`src/rtl/mc_controller.sv`:
```
// Multicycle RISC-V control FSM with memory-wait timeout and sticky fault flags.
// Optional CSR writeback state enabled by defining MC_CSR_EN.
module mc_controller #(
  parameter int ALUC_W      = 4,
  parameter int FULL_BRANCH = 1,
  parameter int WAIT_MAX    = 15
) (
  input  logic              clk,
  input  logic              reset,
  input  logic [6:0]        op,
  input  logic [2:0]        funct3,
  input  logic              funct7b5,
  input  logic              Zero,
  input  logic              LtS,
  input  logic              LtU,
  input  logic              mem_ready,
  output logic              mem_req,
  output logic              AdrSrc,
  output logic              MemWrite,
  output logic              IRWrite,
  output logic              PCWrite,
  output logic              RegWrite,
  output logic [1:0]        ResultSrc,
  output logic [1:0]        ALUSrcA,
  output logic [1:0]        ALUSrcB,
  output logic [2:0]        ImmSrc,
  output logic [ALUC_W-1:0] ALUControl,
  output logic              illegal_instr,
  output logic              mem_fault
);

  localparam int CW = (WAIT_MAX < 1) ? 1 : $clog2(WAIT_MAX + 1);
  localparam logic [CW-1:0] CNT_LAST = CW'(WAIT_MAX - 1);

  localparam logic [3:0] S_FETCH    = 4'd0;
  localparam logic [3:0] S_DECODE   = 4'd1;
  localparam logic [3:0] S_MEMADR   = 4'd2;
  localparam logic [3:0] S_MEMREAD  = 4'd3;
  localparam logic [3:0] S_MEMWB    = 4'd4;
  localparam logic [3:0] S_MEMWRITE = 4'd5;
  localparam logic [3:0] S_EXECR    = 4'd6;
  localparam logic [3:0] S_EXECI    = 4'd7;
  localparam logic [3:0] S_ALUWB    = 4'd8;
  localparam logic [3:0] S_BRANCH   = 4'd9;
  localparam logic [3:0] S_JAL      = 4'd10;
  localparam logic [3:0] S_JALR     = 4'd11;
  localparam logic [3:0] S_LUI      = 4'd12;
  localparam logic [3:0] S_SYS      = 4'd13;
  localparam logic [3:0] S_HALT     = 4'd14;

  localparam logic [3:0] A_ADD  = 4'd0;
  localparam logic [3:0] A_SUB  = 4'd1;
  localparam logic [3:0] A_AND  = 4'd2;
  localparam logic [3:0] A_OR   = 4'd3;
  localparam logic [3:0] A_XOR  = 4'd4;
  localparam logic [3:0] A_SLT  = 4'd5;
  localparam logic [3:0] A_SLTU = 4'd6;
  localparam logic [3:0] A_SLL  = 4'd7;
  localparam logic [3:0] A_SRL  = 4'd8;
  localparam logic [3:0] A_SRA  = 4'd9;

  logic [3:0]    state, next;
  logic [CW-1:0] cnt;
  logic          ill_q, flt_q;
  logic          memst, timeout, set_ill, taken;
  logic [3:0]    alu4;

  function automatic logic [3:0] alu_dec(logic [2:0] f3, logic sub_en, logic sra_en);
    case (f3)
      3'b000:  return sub_en ? A_SUB : A_ADD;
      3'b001:  return A_SLL;
      3'b010:  return A_SLT;
      3'b011:  return A_SLTU;
      3'b100:  return A_XOR;
      3'b101:  return sra_en ? A_SRA : A_SRL;
      3'b110:  return A_OR;
      default: return A_AND;
    endcase
  endfunction

  assign illegal_instr = ill_q;
  assign mem_fault     = flt_q;
  assign ALUControl    = ALUC_W'(alu4);

  always_comb begin
    case (op)
      7'b0100011:             ImmSrc = 3'b001;
      7'b1100011:             ImmSrc = 3'b010;
      7'b1101111:             ImmSrc = 3'b011;
      7'b0110111, 7'b0010111: ImmSrc = 3'b100;
      default:                ImmSrc = 3'b000;
    endcase
  end

  // Timeout only counts cycles a memory access is outstanding.
  assign memst   = (state == S_FETCH) || (state == S_MEMREAD) || (state == S_MEMWRITE);
  assign timeout = memst && !mem_ready && (cnt == CNT_LAST);

  always_comb begin
    case (funct3)
      3'b000:  taken = Zero;
      3'b001:  taken = !Zero;
      3'b100:  taken = LtS;
      3'b101:  taken = !LtS;
      3'b110:  taken = LtU;
      3'b111:  taken = !LtU;
      default: taken = 1'b0;
    endcase
  end

  always_comb begin
    next = state; set_ill = 1'b0; alu4 = A_ADD;
    mem_req = 1'b0; AdrSrc = 1'b0; MemWrite = 1'b0; IRWrite = 1'b0;
    PCWrite = 1'b0; RegWrite = 1'b0; ResultSrc = 2'b00;
    ALUSrcA = 2'b00; ALUSrcB = 2'b00;
    case (state)
      S_FETCH: begin
        mem_req = 1'b1; ALUSrcB = 2'b10;
        if (mem_ready) begin
          IRWrite = 1'b1; PCWrite = 1'b1; next = S_DECODE;
        end else if (timeout) next = S_HALT;
      end
      S_DECODE: begin
        ALUSrcA = 2'b01; ALUSrcB = 2'b01;
        case (op)
          7'b0000011, 7'b0100011: next = S_MEMADR;
          7'b0110011:             next = S_EXECR;
          7'b0010011:             next = S_EXECI;
          7'b1100011:             next = S_BRANCH;
          7'b1101111:             next = S_JAL;
          7'b1100111:             next = S_JALR;
          7'b0110111, 7'b0010111: next = S_LUI;
`ifdef MC_CSR_EN
          7'b1110011:             next = S_SYS;
`endif
          default: begin next = S_HALT; set_ill = 1'b1; end
        endcase
      end
      S_MEMADR: begin
        ALUSrcA = 2'b10; ALUSrcB = 2'b01;
        next = op[5] ? S_MEMWRITE : S_MEMREAD;
      end
      S_MEMREAD: begin
        mem_req = 1'b1; AdrSrc = 1'b1;
        if (mem_ready) next = S_MEMWB;
        else if (timeout) next = S_HALT;
      end
      S_MEMWB: begin
        ResultSrc = 2'b01; RegWrite = 1'b1; next = S_FETCH;
      end
      S_MEMWRITE: begin
        // Drop the write strobe in the cycle the access is abandoned.
        mem_req = 1'b1; AdrSrc = 1'b1; MemWrite = !timeout;
        if (mem_ready) next = S_FETCH;
        else if (timeout) next = S_HALT;
      end
      S_EXECR: begin
        ALUSrcA = 2'b10;
        alu4 = alu_dec(funct3, funct7b5 & op[5], funct7b5 & op[5]);
        next = S_ALUWB;
      end
      S_EXECI: begin
        ALUSrcA = 2'b10; ALUSrcB = 2'b01;
        alu4 = alu_dec(funct3, 1'b0, funct7b5);
        next = S_ALUWB;
      end
      S_ALUWB: begin
        RegWrite = 1'b1; next = S_FETCH;
      end
      S_BRANCH: begin
        ALUSrcA = 2'b10;
        alu4 = funct3[2] ? (funct3[1] ? A_SLTU : A_SLT) : A_SUB;
        if (FULL_BRANCH == 0 && funct3 != 3'b000) begin
          next = S_HALT; set_ill = 1'b1;
        end else begin
          PCWrite = taken; next = S_FETCH;
        end
      end
      S_JAL: begin
        ALUSrcA = 2'b01; ALUSrcB = 2'b10; PCWrite = 1'b1; next = S_ALUWB;
      end
      S_JALR: begin
        ALUSrcA = 2'b10; ALUSrcB = 2'b01; PCWrite = 1'b1; next = S_ALUWB;
      end
      S_LUI: begin
        ALUSrcA = op[5] ? 2'b11 : 2'b01; ALUSrcB = 2'b01; next = S_ALUWB;
      end
      S_SYS: begin
`ifdef MC_CSR_EN
        ResultSrc = 2'b10; RegWrite = 1'b1; next = S_FETCH;
`else
        next = S_HALT; set_ill = 1'b1;
`endif
      end
      S_HALT:  next = S_HALT;
      default: next = S_HALT;
    endcase
    if (reset) begin
      mem_req = 1'b0; AdrSrc = 1'b0; MemWrite = 1'b0; IRWrite = 1'b0;
      PCWrite = 1'b0; RegWrite = 1'b0; ResultSrc = 2'b00;
      ALUSrcA = 2'b00; ALUSrcB = 2'b00; alu4 = A_ADD;
    end
  end

  always_ff @(posedge clk) begin
    if (reset) begin
      state <= S_FETCH;
      cnt   <= '0;
      ill_q <= 1'b0;
      flt_q <= 1'b0;
    end else begin
      state <= next;
      if (set_ill) ill_q <= 1'b1;
      if (timeout) flt_q <= 1'b1;
      cnt <= (memst && !mem_ready && !timeout) ? cnt + 1'b1 : '0;
    end
  end

endmodule

```
`config.mk`:
```
export PLATFORM = sky130hd
export DESIGN_NAME = mc_controller
export DESIGN_NICKNAME = d
export VERILOG_FILES = /design/src/rtl/mc_controller.sv
export SDC_FILE = /design/constraint.sdc
export NUM_CORES = 1
export LEC_CHECK = 0
export BUFFER_PORTS_ARGS = -buffer_cell sky130_fd_sc_hd__buf_4
export CORE_AREA = 8 8 60 62
export DETAILED_ROUTE_END_ITERATION = 16
export DIE_AREA = 0 0 68 70
export PLACE_DENSITY = 0.83
export RECOVER_POWER = 100
export SLEW_MARGIN = 0
export SYNTH_ARGS = -nofsm -noshare
export SYNTH_HDL_FRONTEND = slang
export SYNTH_SLANG_ARGS = --single-unit
```
`constraint.sdc`:
```
create_clock -name clk -period 1.5 [get_ports clk]
set_clock_uncertainty 0.05 [all_clocks]
set_input_delay 0 -clock clk [delete_from_list [all_inputs] [get_ports clk]]
set_output_delay 0 -clock clk [all_outputs]
set_load 0.05 [all_outputs]
```
# Word level (Yosys, flattened, before mapping)
# Index checks and enable logic that the tools add are counted.
[word_totals]
reg_bits = 10
in_bits = 17
out_inout_bits = 21
elab_cells = 103
[op_classes]
add_sub_neg = 1
eq_ne = 30
muxes = 40
bitwise_logic = 2
n_reduce_logical = 26
[ops]
columns = ["cell", "n"]
rows = [
  ["$pmux 4 s7", 4],
  ["$eq 4x4->1 const B", 7],
  ["$eq 7x6->1 const B", 3],
  ["$eq 7x7->1 const B", 3],
  ["$mux 4", 5],
  ["$mux 1", 17],
  ["$eq 4x3->1 const B", 4],
  ["$reduce_or 2->1", 8],
  ["$reduce_or 5->1", 3],
  ["$eq 7x5->1 const B", 2],
  ["$eq 3x3->1 const B", 4],
  ["$pmux 3 s4", 1],
  ["$pmux 4 s3", 1],
  ["$mux 2", 5],
  ["$reduce_or 9->1", 1],
  ["$eq 4x2->1 const B", 2],
  ["$eq 7x2->1 const B", 1],
  ["$eq 3x2->1 const B", 2],
  ["$mux 3", 2],
  ["$pmux 1 s6", 1],
  ["$pmux 2 s3", 1],
  ["$reduce_or 3->1", 2],
  ["$logic_not 1->1", 5],
  ["$add 4x1->4 const B", 1],
  ["11 further kinds", 14],
]

# Depth between registers and ports, before layout
# Gate-level depths: netlist (run 1).
[depth]
word_depth = 9
ltp_mapped = 6

# Least setup slack after synthesis (run 1)
# OpenSTA, ideal clock, no wires.
[synth_path]
path_kind = "reg-to-output"
startpoint = "register state[1]"
endpoint = "output port MemWrite"
t_arrival_ns = 2.521
required_time_ns = 1.450
slack_ns = -1.071
stages_incl_launch_ff = 6
cell_sequence = "dfxtp_1 buf_6 xor2_1 a21oi_1 or4_4 nor4b_1"
[synth_between]
elab_chain_cells = 8
[synth_rtl]
columns = ["element", "line", "text"]
rows = [
  ["start, declared", "62", "logic [3:0] state, next;"],
  ["start signal, assigned", "212", "state <= next;"],
  ["$eq 4x2->1 / $logic_not 4->1 (equally long branches)", "96", "assign memst = (state == S_FETCH) || (state == S_MEMREAD) || (state == S_MEMWRITE);"],
  ["$logic_or 1x1->1 (2 in a row)", "96", ""],
  ["$logic_and 1x1->1 (2 in a row)", "97", "assign timeout = memst && !mem_ready && (cnt == CNT_LAST);"],
  ["$logic_not 1->1", "153", "mem_req = 1'b1; AdrSrc = 1'b1; MemWrite = !timeout;"],
  ["$mux 1 *", "116", "case (state)"],
  ["$mux 1 *", "198", "if (reset) begin"],
  ["end, declared", "19", "output logic MemWrite,"],
]
# Every way passes the cells marked *; elsewhere a longest branch is shown, timed or not.

# Worst setup path after layout (run 1)
# Ends and elaborated chain as after synthesis.

==> results by group, run 1 <==
Synthesis
  – Yosys cell types: 52
  – Post-synthesis mux area share: under 10%
  – Number of synthesized flops with an enable pin: 0
  – Syn. warnings: 0
  – Combinational family with the most area after synthesis: simple AND/OR/NAND/NOR gates
  – Simple-Gate Fraction of Synth Area: 35.22%
  – Synth Area in Compound Gates: 27.50%
  – Post-Syn Area: roughly 1200 µm²
  – Asr flop ratio synth: 0%
  – Area share of the largest cell type after synthesis: between 10% and 20%
  – Synth area leaders: dfxtp_1 (17%), a21oi_1 (6.1%), nor2_1 (5.5%)
  – Post-synth top area cell: dfxtp_1
  – #FFs+latches synth: 10
  – Adder-cell share of the synthesized area: 2.174%
  – Xor/xnor share of the synthesized area: under 10%
  – Synth Instances: roughly 170
  – Top FF cell, synth: dfxtp_1
  – Sequential fraction of the synthesis area: around 17%
  – Synth Net Count: between 150 and 200
  – Avg Inst Size Synth: 6.976 µm²

Route
  – DRT Wirelength: 5.494 mm
  – ANT nets after route: 0
  – DR vias: about 1,600
  – Detailed Route Iter0 Violations: between 100 and 150
  – WL/cell: between 20 and 25 µm
  – # DRC: 0
  – Via density: around 6.4
  – DR pass1 iterations: 4

Finish
  – Finished Layout Cells: ~260
  – Most common cell after layout, fill and taps aside: buf_4
  – Layout Nets: 247
  – Filler Cell Count: ~150
  – ANT cells: 0
  – Area added between synthesis and finish: 90.11%
  – Layout cells sized above 1: 56.19%
  – Multi-input logic area: 1212 µm²
  – Commonest cells after routing, fill and taps aside: buf_4 (39), buf_6 (28), nor2_1 (14)
  – Register Area: 212.7 µm²

STA
  – Final critical-path share of the clock period: 128.8%
  – Worst setup margin: -432.7 ps
  – # setup viols final: 22
  – Fmax achieved: 517.4 MHz
  – Slew Limit Fails: 0
  – Slew of the pin with the lowest slew margin: 613.7 ps
  – Hold_ws: approximately 98 ps
  – Max-Slew Margin vs Limit: between 50% and 60%
  – Unrepaired setup endpoints after global routing: true
  – Post-layout minimum cycle time: 1933 ps
  – Hold Violations, Final: 0

Critical path
  – Worst EP arrival: between 1500 and 2000 ps
  – Slowest stage delay, CP: approximately 440 ps
  – Crit path max-delay cell type: or4_4
  – CP most frequent cell: buf_6
  – Crit. End Element: output pin
  – Max FO, Critical Path: 3
  – Required time of the critical path: about 1500 ps
  – Critical path startpoint category: flip-flop
  – Setup CP Type: reg -> out
  – Cell Chain, Critical Path: buf_6, buf_6, xor2_4, a21oi_2, or4_4, nor4b_4, buf_6
  – Worst path bufs/invs: 3
  – Crit-path leading delay family: simple AND/OR/NAND/NOR gates

Place
  – Port Buffers: 36
  – Placed cell count: approximately 240
  – DP HPWL: slightly below 3 mm
  – GP Congestion: around 0.91

Floorplan
  – Row Count: 19
  – Initial Util: a little over two fifths
  – Die height: 70 µm
  – Die width: 68 µm
  – I/O pin cnt: 38
  – Die area: 4760 µm²
  – Core footprint: 2663 µm²

Global route
  – Vias in the first global route: 1,611
  – Met2 GRT Util: 34.66%
  – GRT busiest layer: met2
  – Tot GR Track Use: approximately a fifth
  – Met1 usage: 22.11%
  – M3 GR Usage: under 10%
  – First-pass GRT wire length: about 7.6 mm
  – Initial antenna violation count: 0
  – Overflow after GRT: 0
  – Pin count of the biggest net entering global routing: 24

Clock tree
  – TritonCTS clock tree: built
  – Clock Tree Root: clkbuf_4
  – CTS Buffer Depth: 2
  – CTS H-tree lvls: 1
  – Sink Count: 10
  – Clk_lat worst skew: 260 ps
  – Clk slew on worst S/H paths: roughly 60 ps
  – TritonCTS Buffers: 3

Power
  – VDD IR max: 0.001149 V
  – Power Density: 1307 nW/µm²
  – Static Leak: between 0.0008 and 0.0009 µW

Status
  – Failing checks: setup timing
  – Status: finished, violations left

Job
  – Max-cap violations: 0

Hold path
  – HP Class: in -> reg
-- worst min-delay path, stage by stage --
cell,delay (ps)
buf_4,120
o32ai_1,90
nand3_1,90
o31ai_1,60
-- synth_stat cells, types with 3 or more instances --
| cell | n |
|---|---|
| a21oi_1 | 14 |
| a41oi_1 | 3 |
| buf_2 | 4 |
| clkbuf_1 | 9 |
| dfxtp_1 | 10 |
| inv_1 | 8 |
| nand2_1 | 6 |
| nand2b_1 | 8 |
| nand3_1 | 5 |
| nand3b_1 | 4 |
| nor2_1 | 17 |
| nor3_1 | 10 |
| o21ai_0 | 7 |
| or3_1 | 4 |
| xnor2_1 | 4 |
| xor2_1 | 4 |
-- stage by stage --
| stage | setup WS [ps] | utilization (%) | cell area [µm²] | setup TNS, ps | total power (µW) |
|---|---|---|---|---|---|
| 4_1_cts | -437.3 | 77.82 | 2072 | -4401 | 2566 |
| 6_report | -432.7 | 82.19 | 2188 | -4059 | 2860 |
| 3_3_place_gp | -119.0 | 63.96 | 1703 | -721.0 | 1878 |
| 5_1_grt | -475.7 | 82.19 | 2188 | -5156 | 2988 |
| 3_5_place_dp | -207.9 | 63.96 | 1703 | -1229 | 1921 |
| 2_1_floorplan | -87.29 | - | 1310 | -137.2 | 1424 |
-- worst paths after layout --
kind              cells past startpoint                      to  slack (ps)                   start
hold reg to reg                       2  mem_fault$_SDFFE_PP0P_         430  mem_fault$_SDFFE_PP0P_
setup / recovery                      7                MemWrite        -430     state[1]$_SDFF_PP0_
setup reg to reg                      9     state[3]$_SDFF_PP0_        -360     state[2]$_SDFF_PP0_
hold / removal                        4     state[0]$_SDFF_PP0_         100                   op[5]
-- repair_timing --
action,4_1_cts,5_1_grt
hold buffers,0,0
setup buffers,18,9
endpoints found under the setup margin,19,25
resized for setup,61,29
pin swaps,32,21
-- cell type report --
cell class,instances,area share (%)
clock buffer,3,1.029
timing repair buffer,75,30.70
sequential,10,9.720
tap,31,1.772
inverter,8,1.372
multi-input combinational,130,55.40
-- where the power goes --
part / switching (µW) / internal, µW / leakage [µW] / total [µW]
clock: 85.6 / 92.5 / 0.0000138 / 178
combinational: 1240 / 1030 / 0.000751 / 2280
sequential: 79.0 / 325 / 0.0000840 / 404
total: 1410 / 1450 / 0.000849 / 2860
-- routing by layer --
metal	part of all wire [%]	vias up
met2	53	95
met1	36	799
li1	-	729
met4	3.0	0
met3	8.1	17
met5	0	-
-- state kept, by name, indices dropped and copies added (netlist names) --
register and count:
illegal_instr 1, mem_fault 1, state 4, cnt 4
-- kinds of logic (layout without fill, tap and decap cells) --
logic type                 Yosys count  after routing
AOI/OAI and AO/OA                   46             46
other                                1              1
xor gates and xnor gates             8              8
buffers and inverters               25             86
muxes                                2              2
DFF                                 10             10
and+or+nand+nor                     71             71
adders and majority gates            2              2
(Power assumes the default switching activity.)
==> run 2: changes to the inputs <==
--- a/config.mk
+++ b/config.mk
@@ -10,7 +10,7 @@
 export DETAILED_ROUTE_END_ITERATION = 16
 export DIE_AREA = 0 0 68 70
 export PLACE_DENSITY = 0.83
-export RECOVER_POWER = 100
+export RECOVER_POWER = 50
 export SLEW_MARGIN = 0
 export SYNTH_ARGS = -nofsm -noshare
 export SYNTH_HDL_FRONTEND = slang
==> run 2 against run 1 <==
  * The flow still finishes with violations (setup timing)
  * Non-clock buffer count did not move
  * Routed wire length rose by 0.31%
  * Critical endpoint unchanged
  * Largest cell class unchanged
  * Via count rose by 0.37%
  * Sequential power barely moved
  * Utilization rose by 0.28 points
  * Clock power barely moved
  * Register-to-register slack barely moved
==> results by group, run 2 (synthesis gave the netlist of run 1 again) <==
Power
  – Total power: roughly 2900 µW
  – VDD IR max: 0.001150 V
  – Static Leak: 0.0008576 µW
  – Power Density: roughly 1300 nW/µm²

Route
  – DR vias: ~1,600
  – Detailed Route Iter0 Violations: around 180
  – ANT nets after route: 0
  – DR pass1 iterations: 4
  – Via density: between 6 and 7
  – DRT Wirelength: ~5.5 mm
  – # DRC: 0
  – WL/cell: 21.44 µm

Job
  – Max-cap violations: 0

Clock tree
  – TritonCTS Buffers: 3
  – CTS Buffer Depth: 2
  – # hold bufs at CTS: 0
  – Clk slew on worst S/H paths: around 60 ps
  – CTS H-tree lvls: 1
  – Clock Tree Root: clkbuf_4
  – Sink Count: 10
  – Clk_lat worst skew: around 260 ps
  – TritonCTS clock tree: built

Global route
  – First-pass GRT wire length: about 7.6 mm
  – Pin count of the biggest net entering global routing: 24
  – Initial antenna violation count: 0
  – Tot GR Track Use: 19.47%
  – Vias in the first global route: ~1,600
  – Overflow after GRT: 0

Place
  – GP Congestion: a little over 0.9
  – Port Buffers: 36
  – DP HPWL: between 2 and 3 mm

Status
  – Failing checks: setup timing
  – Status: finished, violations left

Critical path
  – Max FO, Critical Path: 3
  – Crit. End Element: output pin
  – Critical path startpoint category: flip-flop
  – Worst EP arrival: approximately 1900 ps
  – Crit path max-delay cell type: or4_4
  – Setup CP Type: reg -> out
  – Slowest stage delay, CP: between 400 and 500 ps
  – CP most frequent cell: buf_6
  – Worst Setup EP: MemWrite
  – Reg2reg setup slack: -360 ps
  – Required time of the critical path: 1450 ps
  – Cells on worst reg2reg path: 9
  – RR Startpoint: state[2]$_SDFF_PP0_
  – Crit path launch: state[1]$_SDFF_PP0_
  – Cell Chain, Critical Path: buf_6, buf_6, xor2_4, a21oi_2, or4_4, nor4b_4, buf_6
  – FF-to-FF End: state[3]$_SDFF_PP0_

Finish
  – Layout Nets: roughly 250
  – Register Area: about 210 µm²
  – Area added between synthesis and finish: 90.76%
  – ANT cells: 0
  – Multi-input logic area: roughly 1200 µm²
  – Filler Cell Count: 147
  – Commonest cells after routing, fill and taps aside: buf_4 (41), buf_6 (28), nor2_1 (14)
  – Layout cells sized above 1: 57.08%
  – Most common cell after layout, fill and taps aside: buf_4
  – Largest regs: cnt x4, state x4

STA
  – Slew Limit Fails: 0
  – Worst setup margin: -431.2 ps
  – Unrepaired setup endpoints after global routing: true
  – # setup viols final: 21
  – Final critical-path share of the clock period: 128.7%
  – Max-Slew Margin vs Limit: ~59%
  – Post-layout minimum cycle time: between 1500 and 2000 ps
  – Hold Violations, Final: 0
  – Slew of the pin with the lowest slew margin: approximately 610 ps
  – Hold_ws: about 94 ps
  – Fmax achieved: 517.8 MHz

Floorplan
  – Row Count: 19
  – Die height: 70 µm
  – I/O pin cnt: 38
  – Core footprint: 2663 µm²
  – Die width: approximately 70 µm
  – Initial Util: roughly 43%
  – Die area: approximately 4800 µm²

Hold path
  – HP Class: in -> reg
==> run 2: changes by cell type in the layout (fill, tap and decap cells not counted), sizes merged <==
cell | previous run | this run
buf | 70 | 72
clkbuf | 8 | 6
==> run 2: routing by layer <==
layer	part of all wire, %	vias up	track usage (%)
met3	7.7	19	2.711
met1	36	801	22.11
met5	0	-	0
met4	3.0	0	7.289
li1	-	731	-
met2	53	95	34.66
==> run 2: what timing repair did <==
item,CTS,global route
buffers inserted,18,9
hold endpoints to repair,0,0
pin swaps,32,21
resized for setup,61,29
endpoints found under the setup margin,19,25
==> run 2: area by class of cell <==
cell class | instances | share of cell area [%]
inverter | 8 | 1.368
sequential | 10 | 9.687
multi-input combinational | 130 | 55.21
clock buffer | 3 | 1.026
timing repair buffer | 75 | 30.94
tap | 31 | 1.766
==> run 2: worst min-delay path by stage <==
stage | slack, ps | start | to | cells past startpoint
after floorplan | 150 | reset | state[0]$_SDFF_PP0_ | 3
after global placement | 350 | mem_ready | mem_fault$_SDFFE_PP0P_ | 3
after detailed placement | 350 | mem_ready | mem_fault$_SDFFE_PP0P_ | 3
after CTS | 80 | op[5] | state[0]$_SDFF_PP0_ | 4
after global routing | 120 | op[5] | state[0]$_SDFF_PP0_ | 4
final | 90 | op[5] | state[0]$_SDFF_PP0_ | 4
==> run 2: stage by stage <==
stage	worst slack (ps)	cells	util, %	cell area [µm²]	TNS, ps
floorplan	-87.29	165	-	1310	-137.2
global placement	-119.0	238	63.96	1703	-721.0
detailed placement	-207.9	238	63.96	1703	-1229
CTS	-437.3	256	77.82	2072	-4401
global route	-475.7	257	82.47	2196	-5156
finish	-431.2	257	82.47	2196	-4041
==> run 2: power by group <==
part | internal (µW) | switching, µW | total, µW
combinational | 1030 | 1250 | 2280
sequential | 325 | 78.8 | 404
clock | 92.4 | 85.5 | 178
==> run 2: worst max-delay path: cells and delay by family (launching register included) <==
family                    cells  cell delay (ps)
buffers and inverters         3              410
xor gates and xnor gates      1              170
DFF                           1              360
and+or+nand+nor               2              590
AOI/OAI and AO/OA             1               90
==> run 3: changes to the inputs <==
--- a/config.mk
+++ b/config.mk
@@ -9,7 +9,8 @@
 export CORE_AREA = 8 8 60 62
 export DETAILED_ROUTE_END_ITERATION = 16
 export DIE_AREA = 0 0 68 70
-export PLACE_DENSITY = 0.83
+export HOLD_SLACK_MARGIN = 0.15
+export PLACE_DENSITY = 0.73
 export RECOVER_POWER = 50
 export SLEW_MARGIN = 0
 export SYNTH_ARGS = -nofsm -noshare
==> run 3 against run 2 <==
  * The flow still finishes with violations (setup timing)
  * Highest routed layer unchanged
  * Global-route usage decreased by 1.9 points
  * Cell area grew 0.40%
  * Critical path type unchanged
  * Utilization up 0.33 points
  * Clock power increased by 49%
  * Maximum frequency shrank 1.3%
  * Critical endpoint unchanged
==> results by group, run 3 (synthesis gave the netlist of run 1 again) <==
Route
  – # DRC: 0
  – WL/cell: between 15 and 20 µm
  – ANT nets after route: 0
  – Via density: approximately 6.4
  – Detailed Route Iter0 Violations: between 60 and 70
  – DRT Wirelength: about 5.3 mm
  – DR vias: approximately 1,700
  – DR pass1 iterations: 4

Global route
  – Vias in the first global route: roughly 1,600
  – Overflow after GRT: 0
  – Tot GR Track Use: ~18%
  – First-pass GRT wire length: 6.913 mm
  – Pin count of the biggest net entering global routing: 24
  – Initial antenna violation count: 0

STA
  – Fmax achieved: between 500 and 600 MHz
  – Slew of the pin with the lowest slew margin: slightly below 600 ps
  – Post-route setup TNS: -4019 ps
  – Max-Slew Margin vs Limit: approximately three fifths
  – Unrepaired setup endpoints after global routing: true
  – Hold Violations, Final: 0
  – Worst setup margin: -457.3 ps
  – Slew Limit Fails: 0
  – # setup viols final: 18
  – Post-layout minimum cycle time: between 1500 and 2000 ps
  – Final critical-path share of the clock period: 130.5%

Status
  – Status: finished, violations left
  – Failing checks: setup timing

Finish
  – Final Cell Area: 2205 µm²
  – Layout Nets: between 200 and 300
  – Commonest cells after routing, fill and taps aside: buf_4 (41), buf_6 (29), nor2_1 (15)
  – Largest regs: cnt x4, state x4
  – Layout cells sized above 1: about 53%
  – ANT cells: 0
  – Most common cell after layout, fill and taps aside: buf_4
  – Area added between synthesis and finish: 91.52%

Clock tree
  – Clk slew on worst S/H paths: roughly 80 ps
  – Sink Count: 10
  – TritonCTS clock tree: built
  – TritonCTS Buffers: 3
  – Clock Tree Root: clkbuf_4
  – CTS H-tree lvls: 1
  – Clk_lat worst skew: approximately 280 ps
  – CTS Buffer Depth: 2

Power
  – Power Density: ~1300 nW/µm²
  – Static Leak: roughly 0.00088 µW
  – VDD IR max: about 0.0012 V
  – Total power: 2944 µW

Floorplan
  – Core footprint: roughly 2700 µm²
  – I/O pin cnt: 38
  – Initial Util: roughly 43%
  – Die height: ~70 µm
  – Row Count: 19
  – Die width: approximately 70 µm
  – Die area: between 4000 and 5000 µm²

Place
  – Dpl ws: -182.1 ps
  – Port Buffers: 36
  – DP HPWL: 2.900 mm
  – Area post-placement: ~1700 µm²
  – GP Congestion: between 0.8 and 0.9

Critical path
  – Max FO, Critical Path: 3
  – Critical path startpoint category: flip-flop
  – Worst EP arrival: ~1900 ps
  – Crit. End Element: output pin
  – RR Startpoint: state[1]$_SDFF_PP0_
  – Setup CP Type: reg -> out
  – Required time of the critical path: around 1500 ps
  – Crit path launch: state[1]$_SDFF_PP0_

Hold path
  – Hold Startpoint: reset
  – HP Class: in -> reg

Job
  – Max-cap violations: 0
## run 3: cell count changes in the layout (fill, tap and decap cells not counted), sizes merged
cell,change
dlygate4sd3,+4
buf,+1
clkbuf,+1
## run 3: critical path: stages, from the launching register on
cell and delay, ps:
dfxtp_4 370, buf_12 130, xor2_4 200, a21oi_2 100
or4_4 500, nor4b_4 150, buf_6 170
## run 3: worst paths after layout
kind,cells past startpoint,end,slack (ps)
max,6,MemWrite,-460
min,2,mem_fault$_SDFFE_PP0P_,160
max reg2reg,6,state[3]$_SDFF_PP0_,-210
min reg2reg,2,cnt[0]$_SDFF_PP0_,490
## run 3: through the flow
| stage | hold WS, ps | std cells | utilization [%] |
|---|---|---|---|
| floorplan | 153.6 | 165 | - |
| global placement | 368.8 | 240 | 64.52 |
| detailed placement | 372.9 | 240 | 64.52 |
| CTS | 103.4 | 254 | 75.09 |
| global route | 158.6 | 263 | 82.80 |
| finish | 164.5 | 263 | 82.80 |
## run 3: per-layer routing
layer / part of all wire, % / global-route usage, % / vias to the layer above
met4: 5.5 / 5.011 / 0
met2: 52 / 32.99 / 106
met3: 7.8 / 3.509 / 30
li1: - / - / 745
met5: 0 / 0 / -
met1: 35 / 18.40 / 792
## run 3: power by group
| part | internal, µW | switching [µW] |
|---|---|---|
| Sequential | 326 | 84.8 |
| Combinational | 1050 | 1210 |
| Clock | 148 | 117 |
| Total | 1530 | 1410 |
## run 3: cell type report
type	instances	area (µm²)
sequential	10	212.7
fill	177	457.9
timing repair buffer	80	726.9
tap	31	38.79
multi-input combinational	130	1160
clock buffer	4	36.28
inverter	8	30.03
## run 3: repair_timing
item | in CTS | in global routing
gates cloned | 0 | 0
endpoints found under the setup margin | 19 | 19
pin swaps | 15 | 23
gates resized for setup | 45 | 30
hold buffers | 4 | 0
setup buffers | 6 | 11
endpoints found under the hold margin | 5 | 0
